`config.mk`:
```
export PLATFORM = sky130hd
export DESIGN_NAME = tiny_alu_core
export DESIGN_NICKNAME = d
export VERILOG_FILES = /design/src/rtl/tiny_alu_core_pkg.sv /design/src/rtl/alu_mul_pipe.sv /design/src/rtl/tiny_alu_core.sv
export SDC_FILE = /design/constraint.sdc
export NUM_CORES = 1
export LEC_CHECK = 0
export CORE_MARGIN = 1
export CORE_UTILIZATION = 41
export CTS_CLUSTER_DIAMETER = 200
export CTS_CLUSTER_SIZE = 20
export DETAILED_ROUTE_END_ITERATION = 10
export HOLD_SLACK_MARGIN = 0.02
export PLACE_DENSITY_LB_ADDON = 0.3
export SLEW_MARGIN = 20
export SYNTH_ARGS = -nofsm -noshare
export SYNTH_HDL_FRONTEND = slang
export SYNTH_SLANG_ARGS = --single-unit
```
`constraint.sdc`:
```
create_clock -name clk -period 4.3 [get_ports clk]
set_input_delay 0.43 -clock clk [delete_from_list [all_inputs] [get_ports clk]]
set_output_delay 0.43 -clock clk [all_outputs]
set_load 0.005 [all_outputs]
```
`src/rtl/tiny_alu_core_pkg.sv`:
```
// Shared types for the tiny ALU core: operation encoding, FSM states and default sizing.
package tiny_alu_core_pkg;

   localparam int OP_W        = 3;
   localparam int DEF_DATA_W  = 8;
   localparam int DEF_MUL_LAT = 3;

   typedef enum logic [OP_W-1:0] {
      OP_NOP  = 3'b000,
      OP_ADD  = 3'b001,
      OP_AND  = 3'b010,
      OP_XOR  = 3'b011,
      OP_MUL  = 3'b100,
      OP_ILL5 = 3'b101,
      OP_ILL6 = 3'b110,
      OP_RST  = 3'b111
   } operation_t;

   typedef enum logic [1:0] {
      IDLE,
      MUL_BUSY,
      WAIT_LOW
   } alu_state_t;

endpackage

```
`src/rtl/alu_mul_pipe.sv`:
```
// Unsigned multiplier pipeline: product formed at capture, then carried down a valid/data
// shift chain. Reset clears the valid chain so an in-flight product can never emerge.
module alu_mul_pipe #(
   parameter int DATA_W = 8,
   parameter int STAGES = 2
) (
   input  logic                  clk,
   input  logic                  rst_n,
   input  logic                  in_valid,
   input  logic [DATA_W-1:0]     a,
   input  logic [DATA_W-1:0]     b,
   output logic                  out_valid,
   output logic [2*DATA_W-1:0]   out_prod
);

   localparam int RES_W = 2 * DATA_W;

   logic [STAGES-1:0] valid_q, valid_d;
   logic [RES_W-1:0]  prod_q [STAGES];
   logic [RES_W-1:0]  prod_d [STAGES];

   always_comb begin
      valid_d    = '0;
      prod_d     = '{default: '0};
      valid_d[0] = in_valid;
      prod_d[0]  = in_valid ? (RES_W'(a) * RES_W'(b)) : prod_q[0];
      for (int i = 1; i < STAGES; i++) begin
         valid_d[i] = valid_q[i-1];
         prod_d[i]  = prod_q[i-1];
      end
   end

   always_ff @(posedge clk or negedge rst_n) begin
      if (!rst_n) begin
         valid_q <= '0;
         prod_q  <= '{default: '0};
      end else begin
         valid_q <= valid_d;
         prod_q  <= prod_d;
      end
   end

   assign out_valid = valid_q[STAGES-1];
   assign out_prod  = prod_q[STAGES-1];

endmodule

```
`src/rtl/tiny_alu_core.sv`:
```
// ALU core: accepts one command per start request, returns add/and/xor in one cycle and
// multiply after MUL_LAT cycles, with a one-cycle done pulse alongside a registered result.
module tiny_alu_core
   import tiny_alu_core_pkg::*;
#(
   parameter int DATA_W  = DEF_DATA_W,
   parameter int MUL_LAT = DEF_MUL_LAT
) (
   input  logic                  clk,
   input  logic                  rst_n,
   input  logic [DATA_W-1:0]     A,
   input  logic [DATA_W-1:0]     B,
   input  logic [OP_W-1:0]       op,
   input  logic                  start,
   output logic                  done,
   output logic [2*DATA_W-1:0]   result
);

   localparam int RES_W = 2 * DATA_W;

   // Handshake: start is a level request. A command is accepted on a rising edge in IDLE with
   // start high; done pulses once when its result lands, and the FSM only rearms after the
   // master has dropped start, so a request still held after done never issues a second command.

   logic rst_meta_q, rst_sync_n_q;

   always_ff @(posedge clk or negedge rst_n) begin
      if (!rst_n) begin
         rst_meta_q   <= 1'b0;
         rst_sync_n_q <= 1'b0;
      end else begin
         rst_meta_q   <= 1'b1;
         rst_sync_n_q <= rst_meta_q;
      end
   end

   alu_state_t       state_q, state_d;
   logic             done_q, done_d;
   logic [RES_W-1:0] result_q, result_d;
   logic [RES_W-1:0] simple_res;
   logic             is_simple, is_mul, accept_mul;
   logic             mul_valid;
   logic [RES_W-1:0] mul_prod;

   assign is_simple  = (op == OP_ADD) || (op == OP_AND) || (op == OP_XOR);
   assign is_mul     = (op == OP_MUL);
   assign accept_mul = (state_q == IDLE) && start && is_mul;

   always_comb begin
      simple_res = '0;
      case (op)
         OP_ADD:  simple_res = RES_W'({1'b0, A} + {1'b0, B});
         OP_AND:  simple_res = RES_W'(A & B);
         OP_XOR:  simple_res = RES_W'(A ^ B);
         default: simple_res = '0;
      endcase
   end

   // The result register is the last multiply stage, so the pipe itself holds one fewer.
   alu_mul_pipe #(
      .DATA_W (DATA_W),
      .STAGES (MUL_LAT - 1)
   ) u_mul_pipe (
      .clk       (clk),
      .rst_n     (rst_sync_n_q),
      .in_valid  (accept_mul),
      .a         (A),
      .b         (B),
      .out_valid (mul_valid),
      .out_prod  (mul_prod)
   );

   always_comb begin
      state_d  = state_q;
      done_d   = 1'b0;
      result_d = result_q;
      case (state_q)
         IDLE: begin
            if (start) begin
               if (is_simple) begin
                  result_d = simple_res;
                  done_d   = 1'b1;
                  state_d  = WAIT_LOW;
               end else if (is_mul) begin
                  state_d = MUL_BUSY;
               end else begin
                  state_d = WAIT_LOW;
               end
            end
         end
         MUL_BUSY: begin
            if (mul_valid) begin
               result_d = mul_prod;
               done_d   = 1'b1;
               state_d  = WAIT_LOW;
            end
         end
         WAIT_LOW: begin
            if (!start) state_d = IDLE;
         end
         default: state_d = IDLE;
      endcase
   end

   always_ff @(posedge clk or negedge rst_sync_n_q) begin
      if (!rst_sync_n_q) begin
         state_q  <= IDLE;
         done_q   <= 1'b0;
         result_q <= '0;
      end else begin
         state_q  <= state_d;
         done_q   <= done_d;
         result_q <= result_d;
      end
   end

   assign done   = done_q;
   assign result = result_q;

   a_done_pulse : assert property (@(posedge clk) disable iff (!rst_sync_n_q)
      done_q |=> !done_q)
      else $error("done held high for two cycles");

   a_done_cause : assert property (@(posedge clk) disable iff (!rst_sync_n_q)
      done_q |-> (($past(state_q) == MUL_BUSY) ||
                  (($past(state_q) == IDLE) && $past(start) && $past(is_simple))))
      else $error("done without an accepted arithmetic command");

   a_result_stable : assert property (@(posedge clk) disable iff (!rst_sync_n_q)
      !done_q |-> $stable(result_q))
      else $error("result changed without done");

   a_op_known : assert property (@(posedge clk) disable iff (!rst_sync_n_q)
      ((state_q == IDLE) && start) |-> !$isunknown(op))
      else $error("start with unknown op");

endmodule

```
==> flow_summary_export.csv <==
group,metric,value,unit
floorplanning,design.core.area,10840,sq um
synth,ys_seq_area_frac,0.3004,
floorplanning,io_pins,39,
critical_path,cp.arrival,4380,ps
timing,fin_crit,4188,ps
route,first_pass_iters,4,
final_layout,n_antenna_cell,0,
route,drtIter0Drc,197,
critical_path,reg2regPathDepth,5,
global_route,grt_pass1_vias,3672,
synth,syn_nets,585,
route,drc_errors,0,
final_layout,drive_above_1_share,0.1502,
critical_path,worst_path_most_repeated_cell,"fa_1",
cts,htreeDepth,2,
status,status,"finished clean",
timing,report.final.slew_viol_count,0,
route,post_drt_wl_per_cell,14.38,um
critical_path,crit_path_cell_trace,"clkdlybuf4s15_1 -> nand2_1 -> fa_1 -> fa_1 -> inv_1 -> fa_1 -> inv_1 -> fa_1 -> inv_1 -> ha_4 -> o21a_1 -> o31ai_2 -> a211oi_2 -> a21oi_1 -> o311a_1",
route,wl,10.15,mm
cts,clk_path_buf_depth,2,
global_route,grt_usage,0.1849,
final_layout,multi_input_area,2989,sq um
timing,clock_skew,10.98,ps
synth,synth_top_area_share,0.3004,
synth,yosys_warnings,0,
global_route,grt_max_degree,54,
final_layout,area_growth,22.15,%
timing,worstMarginPinSlew,684.0,ps
timing,period_share,0.9738,
critical_path,worstSetupStartpoint,"B[5]",
critical_path,cp_max_fo,5,
floorplanning,die_h,107.7,um
floorplanning,rows,38,
final_layout,finalNonFillerCells,706,
placed_design,gp_congestion,0.8926,
critical_path,worstReg2RegStart,"state_q[1]",
critical_path,worst-path-buf-inv,4,
synth,synth_area,4582,sq um
placed_design,place_worst_setup_slack,-663.5,ps
timing,relSlewSlack,0.5380,
synth,synth.largest_area_cell,"dfrtp_1",
synth,async_flop_share,1.000,
critical_path,reg2reg_slack,2240,ps
cts,root_buffer,"clkbuf_8",
final_layout,nets,668,
final_layout,fillers,1004,
global_route,antenna_found_initial,0,
critical_path,cp_data_required_time,4500,ps
job,maxCapViolCount,0,
cts,numCtsBuffers,5,
min_path,hold_class,"in2async",
route,final_antenna_net_count,0,
timing,hold_ws,275.6,ps
timing,fmax,238.8,MHz
route,via_count,3680,
cts,worstSkewPairLatency,310,ps
floorplanning,die_w,107.7,um
timing,setup_tns,0,ps
critical_path,crit_path_top_delay_cell,"fa_1",
placed_design,numPortBuffers,38,
global_route,grt_overflow,0,
cts,cts_tree,"built",
timing,rsz0062_at_grt,"no",
final_layout,final_area,5597,sq um
placed_design,dpl_cell_area,5448,sq um
power,p_per_area,391.8,nW/um^2
synth,ys_seq_elements,55,
route,routed_via_density,5.212,
power,leakagePower,2.709,nW
timing,final_hold_viol_count,0,
critical_path,slowest_delay,550,ps
placed_design,dp_cells,697,
critical_path,path_class,"in2reg",
synth,synthCells,482,
synth,ys_types,51,
floorplanning,start_util,0.4227,
critical_path,start_kind,"input pin",
synth,avgSynthCellArea,9.506,sq um
cts,clk_pin_slew,90,ps
global_route,grt_first_pass_wirelength,16.95,mm
synth,synth_edf_count,0,
power,irDropWorstVdd,191.1,uV
critical_path,worstSetupPathDepth,15,
critical_path,crit_path_end_kind,"register",
synth,synth_area_leaders,"dfrtp_1 (30%), fa_1 (16%), ha_1 (12%)",
critical_path,r2r-end,"u_mul_pipe.prod_d[15]",
floorplanning,die_area,11600,sq um
synth,synth_flop_cell,"dfrtp_1",
placed_design,dp.final_hpwl,8.276,mm
critical_path,path_delay_family,"adder cells",
cts,cts_hold_buf,0,
final_layout,seq_area,1380,sq um
cts,cts_sinks,55,
timing,setup_viol,0,
timing,timing.final.ws_setup,112.5,ps
==> state kept, by name, indices dropped and copies added (netlist names) <==
signal / cells
done: 1
result: 16
rst_meta_q: 1
rst_sync_n_q: 1
state_q: 2
u_mul_pipe.out_prod: 16
u_mul_pipe.prod_d: 16
u_mul_pipe.valid_q: 2
==> cells by family after synthesis <==
kind of cell,synth area share
AOI/OAI and AO/OA,0.1330
xor gates and xnor gates,0.009559
adders and majority gates,0.2818
buffers and inverters,0.06199
DFF,0.3004
muxes,0.01802
other,0.0008184
and+or+nand+nor,0.1944
==> cell type report <==
cell class,count,area share
clock inverters,2,0.002906
inverters,60,0.04024
repair buffers,88,0.1301
flip-flops and latches,55,0.2466
well taps,140,0.03130
multi-input cells,355,0.5341
clock buffers,6,0.01476
==> report_power, final <==
group	switching, mW	internal [mW]	leakage [nW]
sequential	0.0732	0.660	0.703
clock	0.168	0.132	0.0474
combinational	0.578	0.580	1.96
==> cells in the mapped netlist (all sizes together), types with 2 or more instances <==
| master | n |
|---|---|
| inv | 60 |
| dfrtp | 55 |
| nand2 | 49 |
| and2 | 46 |
| ha | 44 |
| fa | 37 |
| o21ai | 27 |
| nor2 | 22 |
| a21oi | 19 |
| nand3 | 12 |
| buf | 9 |
| nor2b | 7 |
| o21a | 7 |
| a211oi | 6 |
| mux2i | 6 |
| nand2b | 5 |
| nor3 | 5 |
| o31ai | 5 |
| a21o | 4 |
| a31oi | 4 |
| nand3b | 4 |
| or3 | 4 |
| a22o | 3 |
| a22oi | 3 |
| clkbuf | 3 |
| nor3b | 3 |
| o21bai | 3 |
| or4 | 3 |
| xor2 | 3 |
| a211o | 2 |
| a311oi | 2 |
| mux2 | 2 |
| nand4b | 2 |
| o211ai | 2 |
| o311ai | 2 |
| xnor2 | 2 |
==> layout by cell type (no fill, tap or decap), types with 4 or more instances in the layout <==
cell type	netlist	routed
inv_1	59	59
dfrtp_1	55	54
buf_4	1	50
nand2_1	48	48
and2_1	46	43
ha_1	44	42
fa_1	37	34
o21ai_0	27	25
clkdlybuf4s50_1	0	24
nor2_1	21	21
a21oi_1	19	16
nand3_1	12	12
dlygate4sd2_1	0	8
nor2b_1	7	7
o21a_1	7	7
mux2i_1	6	6
clkbuf_8	0	6
nand2b_1	5	5
a211oi_1	6	5
a21o_1	4	4
o31ai_1	5	4
nor3_1	5	4
or3_1	4	4
a31oi_1	4	4
nand3b_1	4	4
clkbuf_2	0	4
==> how the worst max path moves through the flow <==
stage | end | slack, ps
after floorplan | u_mul_pipe.prod_d[15] | 10
after global placement | u_mul_pipe.prod_d[15] | -510
after detailed placement | u_mul_pipe.prod_d[15] | -660
after CTS | u_mul_pipe.prod_d[15] | 40
after global routing | u_mul_pipe.prod_d[15] | 10
final | u_mul_pipe.prod_d[15] | 110
==> worst register-to-register path, cell delays in order, from the launching register on <==
cell     delay [ps]
dfrtp_1         460
nor4b_4         280
nand2_2         390
or3_1           480
a211o_1         230
o311a_1         110
==> repair_timing <==
action,CTS,global route
pin swaps,5,5
setup endpoints to repair,7,5
setup buffers,1,0
gates resized for setup,24,17
==> metal layers <==
metal / global-route usage / share of wire / wire length [um]
met2: 0.3292 / 0.51 / 5224
met4: 0.04697 / 0.021 / 209
met5: 0 / 0 / 0
met3: 0.02785 / 0.047 / 472
met1: 0.2327 / 0.42 / 4244
==> stage by stage <==
stage          utilization  total power [mW]
2_1_floorplan            -             1.385
3_3_place_gp        0.5025             1.815
3_5_place_dp        0.5025             1.841
4_1_cts             0.5151             2.198
5_1_grt             0.5163             2.389
6_report            0.5163             2.193
Power figures use the tool's default switching activity.
